## src/rtl/tlul_sram_adapter.sv

```systemverilog
// TL-UL device port to single-port SRAM req/gnt/rvalid bridge with in-order responses.
// Optional request legality checking is enabled by defining TLUL_SRAM_ERR_CHECK_EN.

package tlul_pkg;

   localparam logic [2:0] PutFullData    = 3'd0;
   localparam logic [2:0] PutPartialData = 3'd1;
   localparam logic [2:0] Get            = 3'd4;

   localparam logic [2:0] AccessAck     = 3'd0;
   localparam logic [2:0] AccessAckData = 3'd1;

   typedef struct packed {
      logic        a_valid;
      logic [2:0]  a_opcode;
      logic [1:0]  a_size;
      logic [7:0]  a_source;
      logic [31:0] a_address;
      logic [3:0]  a_mask;
      logic [31:0] a_data;
      logic        d_ready;
   } tl_h2d_t;

   typedef struct packed {
      logic        d_valid;
      logic [2:0]  d_opcode;
      logic [1:0]  d_size;
      logic [7:0]  d_source;
      logic [31:0] d_data;
      logic        d_error;
      logic        a_ready;
   } tl_d2h_t;

endpackage

module tlul_sram_adapter
   import tlul_pkg::*;
#(
   parameter int SramAw      = 12,
   parameter int SramDw      = 32,
   parameter int Outstanding = 1
) (
   input  logic              clk_i,
   input  logic              rst_ni,
   input  tl_h2d_t           tl_i,
   output tl_d2h_t           tl_o,
   output logic              req_o,
   input  logic              gnt_i,
   output logic              we_o,
   output logic [SramAw-1:0] addr_o,
   output logic [SramDw-1:0] wdata_o,
   output logic [SramDw-1:0] wmask_o,
   input  logic [SramDw-1:0] rdata_i,
   input  logic              rvalid_i,
   input  logic [1:0]        rerror_i
);

   localparam int PtrW = (Outstanding > 1) ? $clog2(Outstanding) : 1;
   localparam int CntW = $clog2(Outstanding + 1);
   localparam logic [CntW-1:0] MaxCnt  = CntW'(Outstanding);
   localparam logic [PtrW-1:0] LastPtr = PtrW'(Outstanding - 1);

   typedef struct packed {
      logic       rd;
      logic       err;
      logic [1:0] size;
      logic [7:0] source;
   } trk_t;

   function automatic logic [PtrW-1:0] ptr_inc(input logic [PtrW-1:0] p);
      return (p == LastPtr) ? '0 : p + 1'b1;
   endfunction

   logic a_err;

`ifdef TLUL_SRAM_ERR_CHECK_EN
   logic [3:0] size_mask;
   logic       op_err;
   logic       size_err;
   logic       align_err;
   logic       mask_err;
   logic       full_err;

   always_comb begin
      size_mask = 4'b0000;
      unique case (tl_i.a_size)
         2'd0:    size_mask = 4'b0001 << tl_i.a_address[1:0];
         2'd1:    size_mask = tl_i.a_address[1] ? 4'b1100 : 4'b0011;
         2'd2:    size_mask = 4'b1111;
         default: size_mask = 4'b0000;
      endcase
   end

   assign op_err    = !(tl_i.a_opcode inside {PutFullData, PutPartialData, Get});
   assign size_err  = (tl_i.a_size == 2'd3);
   assign align_err = ((tl_i.a_size == 2'd1) & tl_i.a_address[0]) |
                      ((tl_i.a_size == 2'd2) & (|tl_i.a_address[1:0]));
   assign mask_err  = |(tl_i.a_mask & ~size_mask);
   assign full_err  = (tl_i.a_opcode == PutFullData) & (tl_i.a_mask != size_mask);

   assign a_err = tl_i.a_valid &
                  (op_err | size_err | align_err | mask_err | full_err);
`else
   assign a_err = 1'b0;
`endif

   trk_t            trk_q [Outstanding];
   logic [PtrW-1:0] trk_wr_q;
   logic [PtrW-1:0] trk_rd_q;
   logic [CntW-1:0] count_q;

   logic [31:0]     rdf_data_q [Outstanding];
   logic            rdf_err_q  [Outstanding];
   logic [PtrW-1:0] rdf_wr_q;
   logic [PtrW-1:0] rdf_rd_q;
   logic [CntW-1:0] rdf_cnt_q;

   logic [CntW-1:0] rd_pend_q;

   logic is_write;
   logic space;
   logic a_hs;
   logic d_hs;
   logic d_valid;
   trk_t hd;
   logic hd_data;
   logic rd_avail;
   logic rvalid_ok;
   logic rdf_push;
   logic rdf_pop;
   logic bypass_take;
   logic rd_issue;

   assign is_write = (tl_i.a_opcode == PutFullData) |
                     (tl_i.a_opcode == PutPartialData);

   assign hd        = trk_q[trk_rd_q];
   assign hd_data   = hd.rd & !hd.err;
   assign rd_avail  = (rdf_cnt_q != '0);
   assign rvalid_ok = rvalid_i & (rd_pend_q != '0);

   assign d_valid = (count_q != '0) & (!hd_data | rd_avail | rvalid_ok);
   assign d_hs    = d_valid & tl_i.d_ready;

   // Space frees up in the same cycle the head response leaves.
   assign space = (count_q < MaxCnt) | d_hs;
   assign a_hs  = tl_i.a_valid & (gnt_i | a_err) & space;

   assign req_o   = tl_i.a_valid & !a_err & space;
   assign we_o    = is_write;
   assign addr_o  = tl_i.a_address[SramAw+1:2];
   assign wdata_o = tl_i.a_data;

   always_comb begin
      wmask_o = '0;
      for (int i = 0; i < 4; i++) begin
         wmask_o[8*i +: 8] = {8{tl_i.a_mask[i]}};
      end
   end

   assign rd_issue    = a_hs & !a_err & !is_write;
   assign bypass_take = d_hs & hd_data & !rd_avail;
   assign rdf_push    = rvalid_ok & !bypass_take;
   assign rdf_pop     = d_hs & hd_data & rd_avail;

   always_comb begin
      tl_o          = '0;
      tl_o.a_ready  = (gnt_i | a_err) & space;
      tl_o.d_valid  = d_valid;
      tl_o.d_opcode = hd.rd ? AccessAckData : AccessAck;
      tl_o.d_size   = hd.size;
      tl_o.d_source = hd.source;
      tl_o.d_error  = hd.err;
      if (hd_data) begin
         if (rd_avail) begin
            tl_o.d_data  = rdf_data_q[rdf_rd_q];
            tl_o.d_error = rdf_err_q[rdf_rd_q];
         end else begin
            tl_o.d_data  = rdata_i;
            tl_o.d_error = |rerror_i;
         end
      end
   end

   always_ff @(posedge clk_i) begin
      if (a_hs) begin
         trk_q[trk_wr_q] <= '{rd:     !is_write,
                              err:    a_err,
                              size:   tl_i.a_size,
                              source: tl_i.a_source};
      end
      if (rdf_push) begin
         rdf_data_q[rdf_wr_q] <= rdata_i;
         rdf_err_q[rdf_wr_q]  <= |rerror_i;
      end
   end

   always_ff @(posedge clk_i or negedge rst_ni) begin
      if (!rst_ni) begin
         trk_wr_q  <= '0;
         trk_rd_q  <= '0;
         count_q   <= '0;
         rdf_wr_q  <= '0;
         rdf_rd_q  <= '0;
         rdf_cnt_q <= '0;
         rd_pend_q <= '0;
      end else begin
         if (a_hs) trk_wr_q <= ptr_inc(trk_wr_q);
         if (d_hs) trk_rd_q <= ptr_inc(trk_rd_q);
         unique case ({a_hs, d_hs})
            2'b10:   count_q <= count_q + 1'b1;
            2'b01:   count_q <= count_q - 1'b1;
            default: count_q <= count_q;
         endcase

         if (rdf_push) rdf_wr_q <= ptr_inc(rdf_wr_q);
         if (rdf_pop)  rdf_rd_q <= ptr_inc(rdf_rd_q);
         unique case ({rdf_push, rdf_pop})
            2'b10:   rdf_cnt_q <= rdf_cnt_q + 1'b1;
            2'b01:   rdf_cnt_q <= rdf_cnt_q - 1'b1;
            default: rdf_cnt_q <= rdf_cnt_q;
         endcase

         unique case ({rd_issue, rvalid_ok})
            2'b10:   rd_pend_q <= rd_pend_q + 1'b1;
            2'b01:   rd_pend_q <= rd_pend_q - 1'b1;
            default: rd_pend_q <= rd_pend_q;
         endcase
      end
   end

   logic unused_addr;
   assign unused_addr = ^{tl_i.a_address[31:SramAw+2], tl_i.a_address[1:0]};

endmodule

```

## config.mk

```make
export PLATFORM = sky130hd
export DESIGN_NAME = tlul_sram_adapter
export DESIGN_NICKNAME = d
export VERILOG_FILES = /design/src/rtl/tlul_sram_adapter.sv
export SDC_FILE = /design/constraint.sdc
export NUM_CORES = 1
export LEC_CHECK = 0
export ABC_AREA = 1
export BUFFER_PORTS_ARGS = -buffer_cell sky130_fd_sc_hd__buf_2
export CAP_MARGIN = 20
export CORE_AREA = 3 3 94 96
export DETAILED_ROUTE_END_ITERATION = 12
export DIE_AREA = 0 0 97 99
export PLACE_DENSITY = 0.77
export SLEW_MARGIN = 20
export SYNTH_ARGS = -nofsm -noshare
export SYNTH_HDL_FRONTEND = slang
export SYNTH_SLANG_ARGS = --single-unit
```

## constraint.sdc

```tcl
create_clock -name clk_i -period 2.2 [get_ports clk_i]
set_input_delay 0.22 -clock clk_i [delete_from_list [all_inputs] [get_ports clk_i]]
set_output_delay 0.22 -clock clk_i [all_outputs]
set_load 0.02 [all_outputs]
```

==> metrics.csv <==
metric;value;unit
status;completed;
finalClockSkew;0.00824;ns
final-setup-viol-count;0;
wl;5060;um
place_hpwl;3820;um
htreeDepth;2;
drive_gt1_share;39.5;%
rsz0062_at_grt;no;
cts-buffers-inserted;5;
ant_nets;0;
synth_seq_cells;47;
area_growth;5.27;%
place_ws;0.580;ns
cts.reportedPaths.clkPinSlew;0.09;ns
hold_viol;0;
via_per_inst;4.32;
cp.arrival;1.70;ns
post_cts_buffers;0;
slew_violations;0;
cp.required;1.98;ns
period_minus_slack;1.92;ns
chipWidth;97;um
clk_latency;0.30;ns
power_density;1060;mW/mm^2
yosysWarnings;0;
grt_antenna_before_repair;0;
place.gp.congestion;0.742;
fill_cells;839;
fin_cells;401;
ios;247;
io_buffers;99;
cp-end-kind;output pin;
vias;1733;
die_area;0.00960;mm^2
fin_setup_tns;0;ns
crit_start;rd_avail$_DFFE_PN0P_;
r2r_setup_slack;0.66;ns
first_iter_violations;59;
cts_buffer_depth;2;
cap_violations;0;
cts-root-buf;clkbuf_8;
period_share;87.1;%
worst-setup-path-type;register to output pin;
fmax;522;MHz
drt_pass1_iterations;4;
grt.total_usage;10.1;%
r2r-start;rd_pend_q$_DFFE_PN0P_;
synth.area.top_cells;edfxtp_1 50%, buf_4 23%, nor2_1 9.5%;
yosysSeqAreaShare;52.5;%
syn_area_per_cell;9.78;um^2
yosysTopAreaCell;edfxtp_1;
placed_area;0.00267;mm^2
crit_path_start_kind;register;
n_antenna_cell;0;
cts_tree;built;
start_util;32.7;%
cts.sinks;47;
grt.overflow.total;0;
holdCritStartpoint;tl_i[70];
yosys.area.top_type_share;49.7;%
leakage;1.27;nW
grt_pass1_wl;7850;um
fin_ws;0.283;ns
num_rows;33;
routedWlPerCell;12.6;um
grt_start_max_net_pins;33;
hold_class;input port to register;
path_max_fanout;27;
syn_area;0.00266;mm^2
yosys.cell_types.count;22;
synth_cells;272;
die_h;99;um
grt_pass1_vias;1658;
design_area;0.00280;mm^2
nNetsFinal;417;
dp.cells;392;
max-vdd-ir-drop;0.485;mV
route.detailed.drc;0;
core_area;0.00813;mm^2
[cells by family after synthesis]
family / Yosys count / synth area share (%)
xor+xnor: 1 / 0.329
flops: 47 / 52.5
simple gates: 80 / 11.6
fa+ha+maj: 1 / 0.471
buf+inv: 104 / 27.1
compound gates: 38 / 7.81
other cells: 1 / 0.141
[state kept, by name (all words and copies together), names as in the netlist]
register and cells:
count_q 1, rd_avail 1, rd_pend_q 1, rdf_data_q 32, rdf_err_q 1, trk_q 11
[through the flow]
step	utilization, %	power (mW)	hold WS [ns]
3_5_place_dp	32.9	2.36	0.0244
3_3_place_gp	32.9	2.33	0.0207
6_report	34.4	2.96	0.0925
5_1_grt	34.4	3.16	0.0654
2_1_floorplan	-	2.22	-0.0756
4_1_cts	34.4	3.02	0.0780
[worst paths after layout]
path / depth (start not counted) / endpoint
worst max register to register: 6 / trk_q[0][7]$_DFFE_PP_
worst min register to register: 4 / rd_pend_q$_DFFE_PN0P_
worst min-delay path: 1 / trk_q[0][1]$_DFFE_PP_
min in group asynchronous: 2 / rd_pend_q$_DFFE_PN0P_
worst max-delay path: 5 / tl_o[1]
max in group asynchronous: 2 / rd_avail$_DFFE_PN0P_
[critical path: stages, from the launching register on]
cell     delay (ns)
dfrtp_1        0.40
inv_2          0.20
buf_4          0.33
o21ai_0        0.12
a31oi_1        0.15
buf_2          0.18
[area by class of cell]
class                   count  area [um^2]  area share (%)
clock inverters             3         46.3            1.65
flip-flops and latches     47         1400            49.9
repair buffers            106          551            19.7
inverters                  13         48.8            1.74
multi-input cells         122          557            19.9
clock buffers               5         68.8            2.46
well taps                 105          131            4.69
[cell usage after synthesis]
master	n
inv_1	11
nand2_2	1
conb_1	1
dfrtp_1	3
o21ai_0	33
nand3_1	3
xnor2_1	1
ha_1	1
o21ai_1	1
a31o_1	1
buf_6	2
clkbuf_2	1
buf_2	5
a41oi_2	1
nand2_1	8
edfxtp_1	44
inv_2	2
a31oi_1	2
buf_4	82
nand4_1	1
nor2_1	67
clkbuf_1	1
[what timing repair did]
action	in CTS	in global routing
resized for setup	0	0
hold buffers	1	0
hold endpoints to repair	3	0
endpoints found under the setup margin	0	0
[layer usage]
layer  GRT usage (%)  wire, um
met5               0         0
met4            5.83       207
met3            3.40       387
met2            17.2      2440
met1            11.1      2020
[cells in the final DEF (no fill, tap or decap), types with 2 or more instances in the layout]
cell type / synthesis / routed
edfxtp_1: 44 / 44
inv_2: 2 / 2
nand2_1: 8 / 8
clkbuf_8: 0 / 5
conb_1: 1 / 2
nor2_1: 67 / 67
nand3_1: 3 / 3
a31oi_1: 2 / 2
o21ai_0: 33 / 33
buf_2: 5 / 99
dfrtp_1: 3 / 3
buf_4: 82 / 6
inv_1: 11 / 11
[power breakdown]
part / leakage (nW) / switching, mW / total (mW) / internal (mW)
Clock: 0.0548 / 0.300 / 0.642 / 0.342
Combinational: 0.771 / 0.766 / 1.11 / 0.344
Sequential: 0.441 / 0.0590 / 1.21 / 1.15
(Power assumes the default switching activity.)
